`config.mk`:
```
export PLATFORM = sky130hd
export DESIGN_NAME = gshare_pht_flat
export DESIGN_NICKNAME = d
export VERILOG_FILES = /design/src/rtl/gshare_pht_if.sv /design/src/rtl/gshare_pht.sv /design/src/flat_wrapper.sv
export SDC_FILE = /design/constraint.sdc
export NUM_CORES = 1
export LEC_CHECK = 0
export CORE_UTILIZATION = 55
export DETAILED_ROUTE_END_ITERATION = 12
export DONT_BUFFER_PORTS = 1
export PLACE_DENSITY = 0.75
export SLEW_MARGIN = 20
export SYNTH_ARGS = -nofsm -noshare
export SYNTH_HDL_FRONTEND = slang
export SYNTH_SLANG_ARGS = --single-unit
```
`constraint.sdc`:
```
create_clock -name clk -period 7.74 [get_ports clk]
set_clock_uncertainty 0.2 [all_clocks]
set_input_delay 1.548 -clock clk [delete_from_list [all_inputs] [get_ports clk]]
set_output_delay 1.548 -clock clk [all_outputs]
set_load 0.02 [all_outputs]
```
`src/rtl/gshare_pht_if.sv`:
```
// -----------------------------------------------------------------------------
// gshare_pht_if
//
// Purpose:
//   Groups the FETCH-side lookup signals and the DECODE-side resolve signals of
//   the gshare pattern history table into one bundle.
//
// Handshake semantics:
//   There is no ready/backpressure path. lookup_valid and update_valid are
//   qualifiers only: a lookup or resolve is taken on a rising clk edge exactly
//   when its valid is high and the table's en input is high. The table's
//   outputs (pred, pred_hit, mispredict, ghr) are always driven and are
//   meaningful in any cycle where the matching valid is high.
//
// Signals:
//   lookup_valid  master->slave  instr in FETCH is a branch
//   lookup_pc     master->slave  PC bits used for indexing (IWIDTH)
//   fallback      master->slave  static default prediction for that instr
//   pred          slave->master  direction prediction
//   pred_hit      slave->master  indexed table entry is valid
//   update_valid  master->slave  instr in DECODE is a resolved branch
//   update_taken  master->slave  actual outcome of that branch
//   mispredict    slave->master  resolved outcome differs from checkpoint
//   ghr           slave->master  speculative global history (HWIDTH)
//
// Modports:
//   master : pipeline side (drives lookup/update requests)
//   slave  : predictor side (gshare_pht)
// -----------------------------------------------------------------------------
interface gshare_pht_if #(
    parameter int IWIDTH = 6,
    parameter int HWIDTH = 4
) ();
    logic              lookup_valid;
    logic [IWIDTH-1:0] lookup_pc;
    logic              fallback;
    logic              pred;
    logic              pred_hit;
    logic              update_valid;
    logic              update_taken;
    logic              mispredict;
    logic [HWIDTH-1:0] ghr;

    modport master (
        output lookup_valid,
        output lookup_pc,
        output fallback,
        output update_valid,
        output update_taken,
        input  pred,
        input  pred_hit,
        input  mispredict,
        input  ghr
    );

    modport slave (
        input  lookup_valid,
        input  lookup_pc,
        input  fallback,
        input  update_valid,
        input  update_taken,
        output pred,
        output pred_hit,
        output mispredict,
        output ghr
    );
endinterface

```
`src/rtl/gshare_pht.sv`:
```
// -----------------------------------------------------------------------------
// gshare_pht
//
// Purpose:
//   Direction predictor placed between FETCH (lookup) and DECODE (resolve).
//   A table of 2**IWIDTH saturating counters with per-entry valid bits is
//   indexed by a hash of the fetch PC and a speculative global history
//   register (GHR). One branch is in flight: each lookup leaves a checkpoint
//   (index, prediction, pre-shift history) that the next cycle's resolve
//   consumes to train the counter and, on a mispredict, repair the GHR.
//
// Parameters:
//   IWIDTH  table index width (2**IWIDTH entries)
//   HWIDTH  global history length, 1..IWIDTH (MODE 2 needs HWIDTH < IWIDTH)
//   CWIDTH  saturating counter width, >= 2
//   MODE    index hash: 0 = pc, 1 = pc ^ zero-extended ghr,
//           2 = {pc[IWIDTH-HWIDTH-1:0], ghr}
//
// Ports:
//   clk               clock
//   reset             asynchronous, active-high reset
//   en                pipeline advance; when low no state changes
//   bus (slave)       lookup/resolve bundle, see gshare_pht_if
//   stat_lookups      (GSHARE_PHT_STATS_EN only) count of taken lookups
//   stat_hits         (GSHARE_PHT_STATS_EN only) count of taken lookups that hit
//   stat_mispredicts  (GSHARE_PHT_STATS_EN only) count of mispredicts while en
//
// Build options:
//   GSHARE_PHT_STATS_EN  when defined, adds the three 32-bit wrapping
//                        statistics counters and their output ports.
// -----------------------------------------------------------------------------
module gshare_pht #(
    parameter int IWIDTH = 6,
    parameter int HWIDTH = 4,
    parameter int CWIDTH = 2,
    parameter int MODE   = 1
) (
    input  logic        clk,
    input  logic        reset,
    input  logic        en,
    gshare_pht_if.slave bus
`ifdef GSHARE_PHT_STATS_EN
    ,
    output logic [31:0] stat_lookups,
    output logic [31:0] stat_hits,
    output logic [31:0] stat_mispredicts
`endif
);

    localparam int ENTRIES = 1 << IWIDTH;

    // Allocation seeds: weakly taken is 10..0, weakly not-taken is 01..1.
    localparam logic [CWIDTH-1:0] CNT_WT  = {1'b1, {(CWIDTH-1){1'b0}}};
    localparam logic [CWIDTH-1:0] CNT_WNT = {1'b0, {(CWIDTH-1){1'b1}}};
    localparam logic [CWIDTH-1:0] CNT_MAX = {CWIDTH{1'b1}};
    localparam logic [CWIDTH-1:0] CNT_MIN = {CWIDTH{1'b0}};

    // -------------------------------------------------------------------------
    // State
    // -------------------------------------------------------------------------
    logic [ENTRIES-1:0] valid_q;
    logic [ENTRIES-1:0] valid_d;
    logic [CWIDTH-1:0]  cnt_q [ENTRIES];
    logic [CWIDTH-1:0]  cnt_d [ENTRIES];

    logic [HWIDTH-1:0]  ghr_q;
    logic [HWIDTH-1:0]  ghr_d;

    // Checkpoint of the lookup currently travelling to DECODE.
    logic [IWIDTH-1:0]  last_idx_q;
    logic [IWIDTH-1:0]  last_idx_d;
    logic               last_pred_q;
    logic               last_pred_d;
    logic [HWIDTH-1:0]  last_ghr_q;
    logic [HWIDTH-1:0]  last_ghr_d;
    logic               last_valid_q;
    logic               last_valid_d;

    // -------------------------------------------------------------------------
    // Combinational datapath
    // -------------------------------------------------------------------------
    logic [IWIDTH-1:0]  idx;
    logic               hit;
    logic               pred;
    logic               mispredict;
    logic [HWIDTH-1:0]  ghr_spec;
    logic [HWIDTH-1:0]  ghr_fix;
    logic               do_lookup;
    logic               do_alloc;
    logic               do_update;

    // Index hash. Only the selected variant is elaborated so the MODE 2 slice
    // never exists when HWIDTH == IWIDTH.
    generate
        if (MODE == 0) begin : g_hash_pc
            assign idx = bus.lookup_pc;
        end else if (MODE == 1) begin : g_hash_xor
            logic [IWIDTH-1:0] ghr_ext;
            always_comb begin
                ghr_ext               = '0;
                ghr_ext[HWIDTH-1:0]   = ghr_q;
            end
            assign idx = bus.lookup_pc ^ ghr_ext;
        end else begin : g_hash_cat
            logic unused_pc_hi;
            assign idx          = {bus.lookup_pc[IWIDTH-HWIDTH-1:0], ghr_q};
            assign unused_pc_hi = ^bus.lookup_pc[IWIDTH-1:IWIDTH-HWIDTH];
        end
    endgenerate

    // Reads see the pre-edge table; a same-cycle update is not bypassed.
    assign hit  = valid_q[idx];
    assign pred = hit ? cnt_q[idx][CWIDTH-1] : bus.fallback;

    // Only a live checkpoint can be judged; a stray resolve is ignored.
    assign mispredict = bus.update_valid & last_valid_q &
                        (bus.update_taken != last_pred_q);

    assign do_lookup = en & bus.lookup_valid;
    assign do_alloc  = do_lookup & ~hit;
    assign do_update = en & bus.update_valid & last_valid_q;

    // History shift (speculative, from this cycle's prediction) and repair
    // (from the checkpointed pre-shift history plus the real outcome).
    generate
        if (HWIDTH == 1) begin : g_ghr_1
            logic unused_last_ghr;
            assign ghr_spec        = pred;
            assign ghr_fix         = bus.update_taken;
            assign unused_last_ghr = last_ghr_q[0];
        end else begin : g_ghr_n
            logic unused_last_ghr_msb;
            assign ghr_spec            = {ghr_q[HWIDTH-2:0], pred};
            assign ghr_fix             = {last_ghr_q[HWIDTH-2:0], bus.update_taken};
            assign unused_last_ghr_msb = last_ghr_q[HWIDTH-1];
        end
    endgenerate

    // Saturating +/-1 step of a counter.
    function automatic logic [CWIDTH-1:0] sat_step(
        input logic [CWIDTH-1:0] c,
        input logic              up
    );
        logic [CWIDTH-1:0] r;
        r = c;
        if (up) begin
            if (c != CNT_MAX) r = c + CWIDTH'(1);
        end else begin
            if (c != CNT_MIN) r = c - CWIDTH'(1);
        end
        return r;
    endfunction

    // -------------------------------------------------------------------------
    // Next-state: table
    // -------------------------------------------------------------------------
    always_comb begin
        valid_d = valid_q;
        cnt_d   = cnt_q;
        if (do_alloc) begin
            valid_d[idx] = 1'b1;
            cnt_d[idx]   = bus.fallback ? CNT_WT : CNT_WNT;
        end
        // Written after the allocation so that, if both target the same
        // entry, the trained value (from the pre-edge counter) is kept.
        if (do_update) begin
            cnt_d[last_idx_q] = sat_step(cnt_q[last_idx_q], bus.update_taken);
        end
    end

    // -------------------------------------------------------------------------
    // Next-state: history and checkpoint
    // -------------------------------------------------------------------------
    always_comb begin
        ghr_d = ghr_q;
        if (en) begin
            // Repair overrides the wrong-path speculative shift.
            if (mispredict) begin
                ghr_d = ghr_fix;
            end else if (bus.lookup_valid) begin
                ghr_d = ghr_spec;
            end
        end
    end

    always_comb begin
        last_idx_d   = last_idx_q;
        last_pred_d  = last_pred_q;
        last_ghr_d   = last_ghr_q;
        last_valid_d = last_valid_q;
        if (do_lookup) begin
            last_idx_d   = idx;
            last_pred_d  = pred;
            last_ghr_d   = ghr_q;
            last_valid_d = 1'b1;
        end else if (en) begin
            // A bubble in FETCH means nothing reaches DECODE next cycle.
            last_valid_d = 1'b0;
        end
    end

    // -------------------------------------------------------------------------
    // Registers
    // -------------------------------------------------------------------------
    always_ff @(posedge clk or posedge reset) begin
        if (reset) begin
            valid_q      <= '0;
            for (int i = 0; i < ENTRIES; i++) begin
                cnt_q[i] <= '0;
            end
            ghr_q        <= '0;
            last_idx_q   <= '0;
            last_pred_q  <= 1'b0;
            last_ghr_q   <= '0;
            last_valid_q <= 1'b0;
        end else begin
            valid_q      <= valid_d;
            cnt_q        <= cnt_d;
            ghr_q        <= ghr_d;
            last_idx_q   <= last_idx_d;
            last_pred_q  <= last_pred_d;
            last_ghr_q   <= last_ghr_d;
            last_valid_q <= last_valid_d;
        end
    end

    // -------------------------------------------------------------------------
    // Outputs
    // -------------------------------------------------------------------------
    assign bus.pred       = pred;
    assign bus.pred_hit   = hit;
    assign bus.mispredict = mispredict;
    assign bus.ghr        = ghr_q;

`ifdef GSHARE_PHT_STATS_EN
    // -------------------------------------------------------------------------
    // Statistics (free-running, wrap at 2**32)
    // -------------------------------------------------------------------------
    logic [31:0] stat_lookups_q;
    logic [31:0] stat_lookups_d;
    logic [31:0] stat_hits_q;
    logic [31:0] stat_hits_d;
    logic [31:0] stat_mispredicts_q;
    logic [31:0] stat_mispredicts_d;

    always_comb begin
        stat_lookups_d     = stat_lookups_q;
        stat_hits_d        = stat_hits_q;
        stat_mispredicts_d = stat_mispredicts_q;
        if (do_lookup)        stat_lookups_d     = stat_lookups_q + 32'd1;
        if (do_lookup & hit)  stat_hits_d        = stat_hits_q + 32'd1;
        if (en & mispredict)  stat_mispredicts_d = stat_mispredicts_q + 32'd1;
    end

    always_ff @(posedge clk or posedge reset) begin
        if (reset) begin
            stat_lookups_q     <= '0;
            stat_hits_q        <= '0;
            stat_mispredicts_q <= '0;
        end else begin
            stat_lookups_q     <= stat_lookups_d;
            stat_hits_q        <= stat_hits_d;
            stat_mispredicts_q <= stat_mispredicts_d;
        end
    end

    assign stat_lookups     = stat_lookups_q;
    assign stat_hits        = stat_hits_q;
    assign stat_mispredicts = stat_mispredicts_q;
`endif

endmodule

```
`src/flat_wrapper.sv`:
```
// flat-port wrapper written by rule: the top's interface ports become plain ports
module gshare_pht_flat 
#(
    parameter int IWIDTH = 6,
    parameter int HWIDTH = 4,
    parameter int CWIDTH = 2,
    parameter int MODE   = 1
)
  (clk, reset, en, bus_lookup_valid, bus_lookup_pc, bus_fallback, bus_update_valid, bus_update_taken, bus_pred, bus_pred_hit, bus_mispredict, bus_ghr);
  gshare_pht_if #(.IWIDTH(IWIDTH), .HWIDTH(HWIDTH)) bus_i ();
  input  logic clk;
  input  logic reset;
  input  logic en;
  input wire logic [$bits(bus_i.lookup_valid)-1:0] bus_lookup_valid;
  input wire logic [$bits(bus_i.lookup_pc)-1:0] bus_lookup_pc;
  input wire logic [$bits(bus_i.fallback)-1:0] bus_fallback;
  input wire logic [$bits(bus_i.update_valid)-1:0] bus_update_valid;
  input wire logic [$bits(bus_i.update_taken)-1:0] bus_update_taken;
  output wire logic [$bits(bus_i.pred)-1:0] bus_pred;
  output wire logic [$bits(bus_i.pred_hit)-1:0] bus_pred_hit;
  output wire logic [$bits(bus_i.mispredict)-1:0] bus_mispredict;
  output wire logic [$bits(bus_i.ghr)-1:0] bus_ghr;
  assign bus_i.lookup_valid = bus_lookup_valid;
  assign bus_i.lookup_pc = bus_lookup_pc;
  assign bus_i.fallback = bus_fallback;
  assign bus_i.update_valid = bus_update_valid;
  assign bus_i.update_taken = bus_update_taken;
  assign bus_pred = bus_i.pred;
  assign bus_pred_hit = bus_i.pred_hit;
  assign bus_mispredict = bus_i.mispredict;
  assign bus_ghr = bus_i.ghr;
  gshare_pht #(.IWIDTH(IWIDTH), .HWIDTH(HWIDTH), .CWIDTH(CWIDTH), .MODE(MODE)) u_core (.clk(clk), .reset(reset), .en(en), .bus(bus_i));
endmodule
```
==> out/metrics.cfg, run 1 <==
[grt]
grt_overflow = 0
antenna_found_initial = 0
grtUsageTotal_pct = 34.01
grt_pass1_vias = 9496
grt_max_degree = 127
grt_pass1_wl_um = 56680

[sta]
finalSetupTns_ns = 0
setup_ws_ns = 1.375
holdWs_ns = 0.2593
setup_viol = 0
rsz0062_at_grt = no
tightest_slew_ns = 1.125
fin_crit_ns = 6.365
slew_headroom_pct = 24.73
hold_viol = 0
fmax_mhz = 157.1
finalCritPeriodShare_pct = 82.23
maxSlewViolCount = 0

[clock_tree]
root_buffer = clkbuf_16
h-tree-depth = 1
path_clk_slew_ns = 0.06
numCtsBuffers = 24
max-clock-path-buffers = 3
post_cts_buffers = 0
clock-sinks = 207
postCtsHoldBufs = 0
cts_tree = yes
clkLatencyLatePin_ns = 0.53
ctsResizeCount = 0

[layout]
layout.nets = 1115
area_growth_syn_to_layout_pct = 9.360
n_antenna_cell = 0
drive_gt1_share_pct = 13.66

[drt]
viasPerCell = 6.777
drc_errors = 0
vias = 9454
dr.max_layer_used = met4
drt_iter0_drc = 993
drtAntennaViolNets = 0
wl_met3_um = 3790
drt-met1-wl_um = 14650
dr.pass1.iters = 5
wl_per_cell_um = 26.27
drt_wl_total_um = 36650
route.met2.wl_um = 16290

[synth]
ys_async_sr_fraction_pct = 100.0
synth_cells = 1133
synth.largest_area_cell = dfrtp_1
synth_nets = 1146
yosysTopAreaCellShare_pct = 44.13
synth_flop_cell = dfrtp_1
synth_area_leaders = dfrtp_1, mux2i_1, nor2_1
synth_edf_count = 0
ys_ff_latch = 207
yosysWarnings = 0
yosys.cell_types.count = 61
synth.cell_area_mm2 = 0.01174
yosysSeqAreaShare_pct = 44.13
synth_area_per_cell_um2 = 10.36

[worst_setup_path]
end_kind = output port
r2r_end = u_core.cnt_q[17]
startpoint = bus_lookup_pc[0]
regToRegStartpoint = u_core.last_idx_q[1]
critPathSlowestCell = xor2_2
critPathKind = input pin to output port
cp_slowest_stage_delay_ns = 0.81
r2r_cells = 10
crit_path_start_kind = input pin
worstPathRequired_ns = 5.99
cp.arrival_ns = 4.62
cp_max_fo = 21
reg2reg_slack_ns = 2.73
cp_top_family = simple AND/OR/NAND/NOR gates
crit_chain = xor2_2 -> nor3_1 -> a22oi_1 -> a41oi_1 -> or2_0 -> or4_4 -> mux2i_2 -> inv_1
critPathBufInv = 1

[power]
ir_drop_uv = 192.4
powerDensity_mw_per_mm2 = 365.1
cellLeakagePower_uw = 0.005721

[floorplanning]
initial_core_util_pct = 56.01
core_region_area_mm2 = 0.02096
die_w_um = 148.1
fp.dieH_um = 148.1
io-pin-count = 20
die_area_mm2 = 0.02193
row_count = 53

[placement]
dp_hpwl_um = 24370
routabilityCongestion = 1.029
pre_cts_slack_ns = 1.489
io_buffers = 0

[hold_path]
hp-start = u_core.valid_q[40]
min_path_cells = 1
min_to = u_core.valid_q[40]
hold_path.class = flop to flop

[run]
maxCapViolCount = 0

[run_status]
outcome = complete, no violations

-- report_power, final --
part           internal [uW]  total (uW)  switching (uW)
clock                    753        1230             472
combinational            656        1630             973
sequential              1460        1830             368
-- final cells by class --
cell class	instances	area [um^2]
inverter	11	48.80
fill	1763	8119
clock buffer	33	725.7
sequential	207	5181
timing repair buffer	16	123.9
tap	275	344.1
multi-input combinational	842	6277
clock inverter	11	135.1
-- cell usage in the layout (no fill, tap or decap), drive strengths merged, types with 4 or more instances in the layout --
cell	netlist	routed
mux2	33	33
nand3b	4	4
nand2	86	86
a21oi	33	33
xnor2	4	4
o22ai	8	8
nand3	41	41
clkbuf	39	33
xor2	5	5
nand4	7	7
nand2b	37	37
and2	7	7
and3	4	4
inv	10	10
o21ai	26	26
a211oi	6	6
nor2	123	123
a221oi	18	18
nor3	17	17
a22oi	21	21
buf	34	16
or3	6	6
clkinv	1	7
dfrtp	207	207
nor2b	6	6
a31oi	7	7
a311oi	4	4
mux4	15	15
mux2i	256	256
a22o	4	4
or2	32	32
-- cells in the mapped netlist, drive strengths merged (2+ instances only) --
cell,n
or2,32
clkbuf,39
nand2b,37
buf,34
a32o,3
or3,6
a311oi,4
a21oi,33
o21ai,26
nor4,3
or3b,2
maj3,2
nor2,123
a22oi,21
a221o,2
dfrtp,207
o22a,3
nor3,17
a221oi,18
o2bb2ai,2
or4,2
mux2i,256
xnor2,4
and3,4
and2,7
nand4,7
a22o,4
nand3,41
o221ai,2
xor2,5
mux4,15
nor2b,6
a31oi,7
inv,10
o22ai,8
nand2,86
nand3b,4
mux2,33
a211oi,6
o21bai,2
-- worst max path at each step --
| stage | endpoint | slack [ns] | cells after the start |
|---|---|---|---|
| global placement | bus_pred | 1.54 | 8 |
| finish | bus_pred | 1.38 | 8 |
| floorplan | u_core.bus.ghr[0] | 0.34 | 1 |
| CTS | bus_pred | 1.48 | 8 |
| detailed placement | bus_pred | 1.49 | 8 |
| global route | bus_pred | 1.23 | 8 |
-- sequential cells by signal, summed over array words and instances (netlist names) --
name	cells
u_core.last_valid_q	1
u_core.last_idx_q	6
u_core.valid_q	64
u_core.bus.ghr	4
u_core.last_pred_q	1
u_core.last_ghr_q	3
u_core.cnt_q	128
-- worst register-to-register path: stages, from the launching register on --
cell and delay, ns:
dfrtp_1 1.04, buf_4 0.38, nor2b_1 0.76, a22oi_1 0.22
nand3_1 0.24, and4_1 0.22, o21ai_0 0.11, nor4_1 0.26
maj3_2 0.72, buf_4 0.51, mux2i_1 0.19
-- routing by layer --
| metal | vias to the layer above | GRT usage, % |
|---|---|---|
| met5 | - | 0 |
| met4 | 0 | 15.41 |
| met3 | 129 | 8.589 |
| met2 | 581 | 51.78 |
| met1 | 4726 | 45.85 |
| li1 | 4018 | - |
-- cells by family (layout without fill, tap and decap cells) --
logic type / after synthesis / count (layout) / synth area share, %
compound gates: 149 / 149 / 8.709
xor+xnor: 9 / 9 / 0.6715
fa+ha+maj: 2 / 2 / 0.1706
buf+inv: 84 / 71 / 3.038
flops: 207 / 207 / 44.13
mux: 304 / 304 / 28.00
simple gates: 378 / 378 / 15.28
-- stage by stage --
stage / total power (uW) / util [%] / instance area, um^2 / std cells
final: 4686 / 61.26 / 12840 / 1395
after global routing: 4879 / 61.26 / 12840 / 1395
after CTS: 4640 / 61.21 / 12830 / 1395
after detailed placement: 3412 / 57.10 / 11970 / 1351
after global placement: 3360 / 57.10 / 11970 / 1351
after floorplan: 2888 / - / 11740 / 1133
No activity file was read; power rests on OpenSTA's default activity.
==> inputs of run 2 (changes only) <==
==> constraint.sdc (replaced) <==
create_clock -name clk -period 5.45 [get_ports clk]
set_clock_uncertainty 0.2 [all_clocks]
set_input_delay 1.09 -clock clk [delete_from_list [all_inputs] [get_ports clk]]
set_output_delay 1.09 -clock clk [all_outputs]
set_load 0.02 [all_outputs]
==> run 2 against run 1 <==
Effect of this change:
- first-iteration DRC count increased by 9.5%
- clock-buffer cell count unchanged
- combinational power grew 46%
- clock power rose by 50%
- hold slack worse by 0.14 ns
- final cell count increased by 1.0%
- final area grew 1.5%
- register-to-register slack lost 1.6 ns
- setup slack worse by 1.2 ns
- routed wire length is 0.12% higher
- non-clock buffer count up 14
- critical path type is now flop to output port
- largest cell class unchanged
==> out/metrics.cfg, run 2 (synthesized netlist as in run 1, its figures left out) <==
[run_status]
outcome = complete, no violations

[placement]
io_buffers = 0
routabilityCongestion = 1.001
pre_cts_slack_ns = 0.2447
dp_hpwl_um = 24520

[drt]
viasPerCell = 6.692
drc_errors = 0
drtAntennaViolNets = 0
dr.pass1.iters = 6
drt_iter0_drc = 1087
wl_per_cell_um = 26.04
vias = 9429
drt_wl_total_um = 36700

[sta]
finalCritPeriodShare_pct = 97.42
maxSlewViolCount = 0
slew_headroom_pct = 30.66
setup_ws_ns = 0.1408
hold_viol = 0
tightest_slew_ns = 1.040
setup_viol = 0
rsz0062_at_grt = no
finalSetupTns_ns = 0
fin_crit_ns = 5.309
fmax_mhz = 188.4

[worst_setup_path]
crit_path_start_kind = flop
cp_slowest_stage_delay_ns = 0.62
critPathSlowestCell = mux4_1
end_kind = output port
worstPathRequired_ns = 4.16
crit_chain = xor2_4 -> mux4_1 -> mux2_2 -> a22o_1 -> or2_0 -> or4_4 -> mux2i_2 -> inv_1
startpoint = u_core.bus.ghr[1]
cp.arrival_ns = 4.02
cp_max_fo = 11
critPathKind = flop to output port
regToRegStartpoint = u_core.last_idx_q[0]

[layout]
final_cell_mix = mux2i_1, dfrtp_1, nor2_1
final_common_cell = mux2i_1
num-fill-cells = 1707
area_growth_syn_to_layout_pct = 11.00
drive_gt1_share_pct = 14.73
top_regs = u_core.cnt_q (128), u_core.valid_q (64), u_core.last_idx_q (6)
layout.nets = 1129
largest_reg_flops = 128
n_antenna_cell = 0
regMostFlops = u_core.cnt_q

[clock_tree]
numCtsBuffers = 24
h-tree-depth = 1
cts_tree = yes
clock-sinks = 207
postCtsHoldBufs = 0
max-clock-path-buffers = 3
post_cts_buffers = 0
path_clk_slew_ns = 0.06
clkLatencyLatePin_ns = 0.52
root_buffer = clkbuf_16

[grt]
grt_pass1_vias = 9221
grt_overflow = 0
grt_pass1_wl_um = 56350
antenna_found_initial = 0
grtUsageTotal_pct = 34.06
grt_max_degree = 109

[power]
powerDensity_mw_per_mm2 = 525.6
ir_drop_uv = 291.7
cellLeakagePower_uw = 0.005824

[floorplanning]
io-pin-count = 20
row_count = 53
die_w_um = 148.1
initial_core_util_pct = 56.01
core_region_area_mm2 = 0.02096
die_area_mm2 = 0.02193
fp.dieH_um = 148.1

[run]
maxCapViolCount = 0

[hold_path]
hold_path.class = input pin to asynchronous set/reset pin

-- run 2: cell count changes in the layout (fill, tap and decap cells not counted), moves of 2 or more --
cell and change:
buf_4 +12, buf_12 +3, bufinv_16 +3, clkinv_2 -2
-- run 2: final cells by class --
type | count | area [um^2] | share of cell area [%]
repair buffers | 30 | 262.8 | 2.017
clock inverters | 11 | 207.7 | 1.594
well taps | 275 | 344.1 | 2.641
flip-flops and latches | 207 | 5182 | 39.78
multi-input cells | 842 | 6271 | 48.13
inverters | 11 | 45.04 | 0.3457
clock buffers | 33 | 715.7 | 5.493
-- run 2: metrics by stage --
step	utilization (%)	hold WS, ns	instances	area (um^2)	total power, uW
final	62.17	0.1145	1409	13030	6848
after global routing	62.17	0.1104	1409	13030	7125
after CTS	62.17	0.09593	1409	13030	6791
after detailed placement	57.76	0.2490	1365	12100	4922
after global placement	57.76	0.2438	1365	12100	4846
after floorplan	-	0.2250	1133	11740	4103
-- run 2: critical path, delay by kind of cell, from the launching register on --
kind | cells | cell delay, ns
compound gates | 1 | 0.26
xor+xnor | 1 | 0.45
mux | 3 | 1.26
flops | 1 | 0.55
buf+inv | 1 | 0.21
simple gates | 2 | 0.76
-- run 2: path summary, 6_finish.rpt --
path / to / slack (ns) / depth (start not counted)
max in group asynchronous: u_core.cnt_q[84] / 3.48 / 3
min in group clk: u_core.valid_q[44] / 0.26 / 1
min: u_core.cnt_q[76] / 0.11 / 1
max: bus_pred / 0.14 / 8
min reg2reg: u_core.valid_q[44] / 0.26 / 1
max reg2reg: u_core.cnt_q[21] / 1.10 / 10
-- run 2: per-layer routing --
metal	global-route usage, %	routed length [um]	up-vias
li1	-	-	4058
met1	46.63	14920	4741
met3	7.117	3451	103
met5	0	0	-
met4	15.82	1852	0
met2	52.00	16470	527
-- run 2: timing repair --
item	in CTS	in global routing
setup endpoints to repair	0	1
gates resized for setup	0	1
endpoints found under the hold margin	0	0
-- run 2: report_power, final --
part           internal, uW  total (uW)  switching [uW]
combinational           987        2380            1400
sequential             2080        2610             534
clock                  1200        1850             653
total                  4270        6850            2580
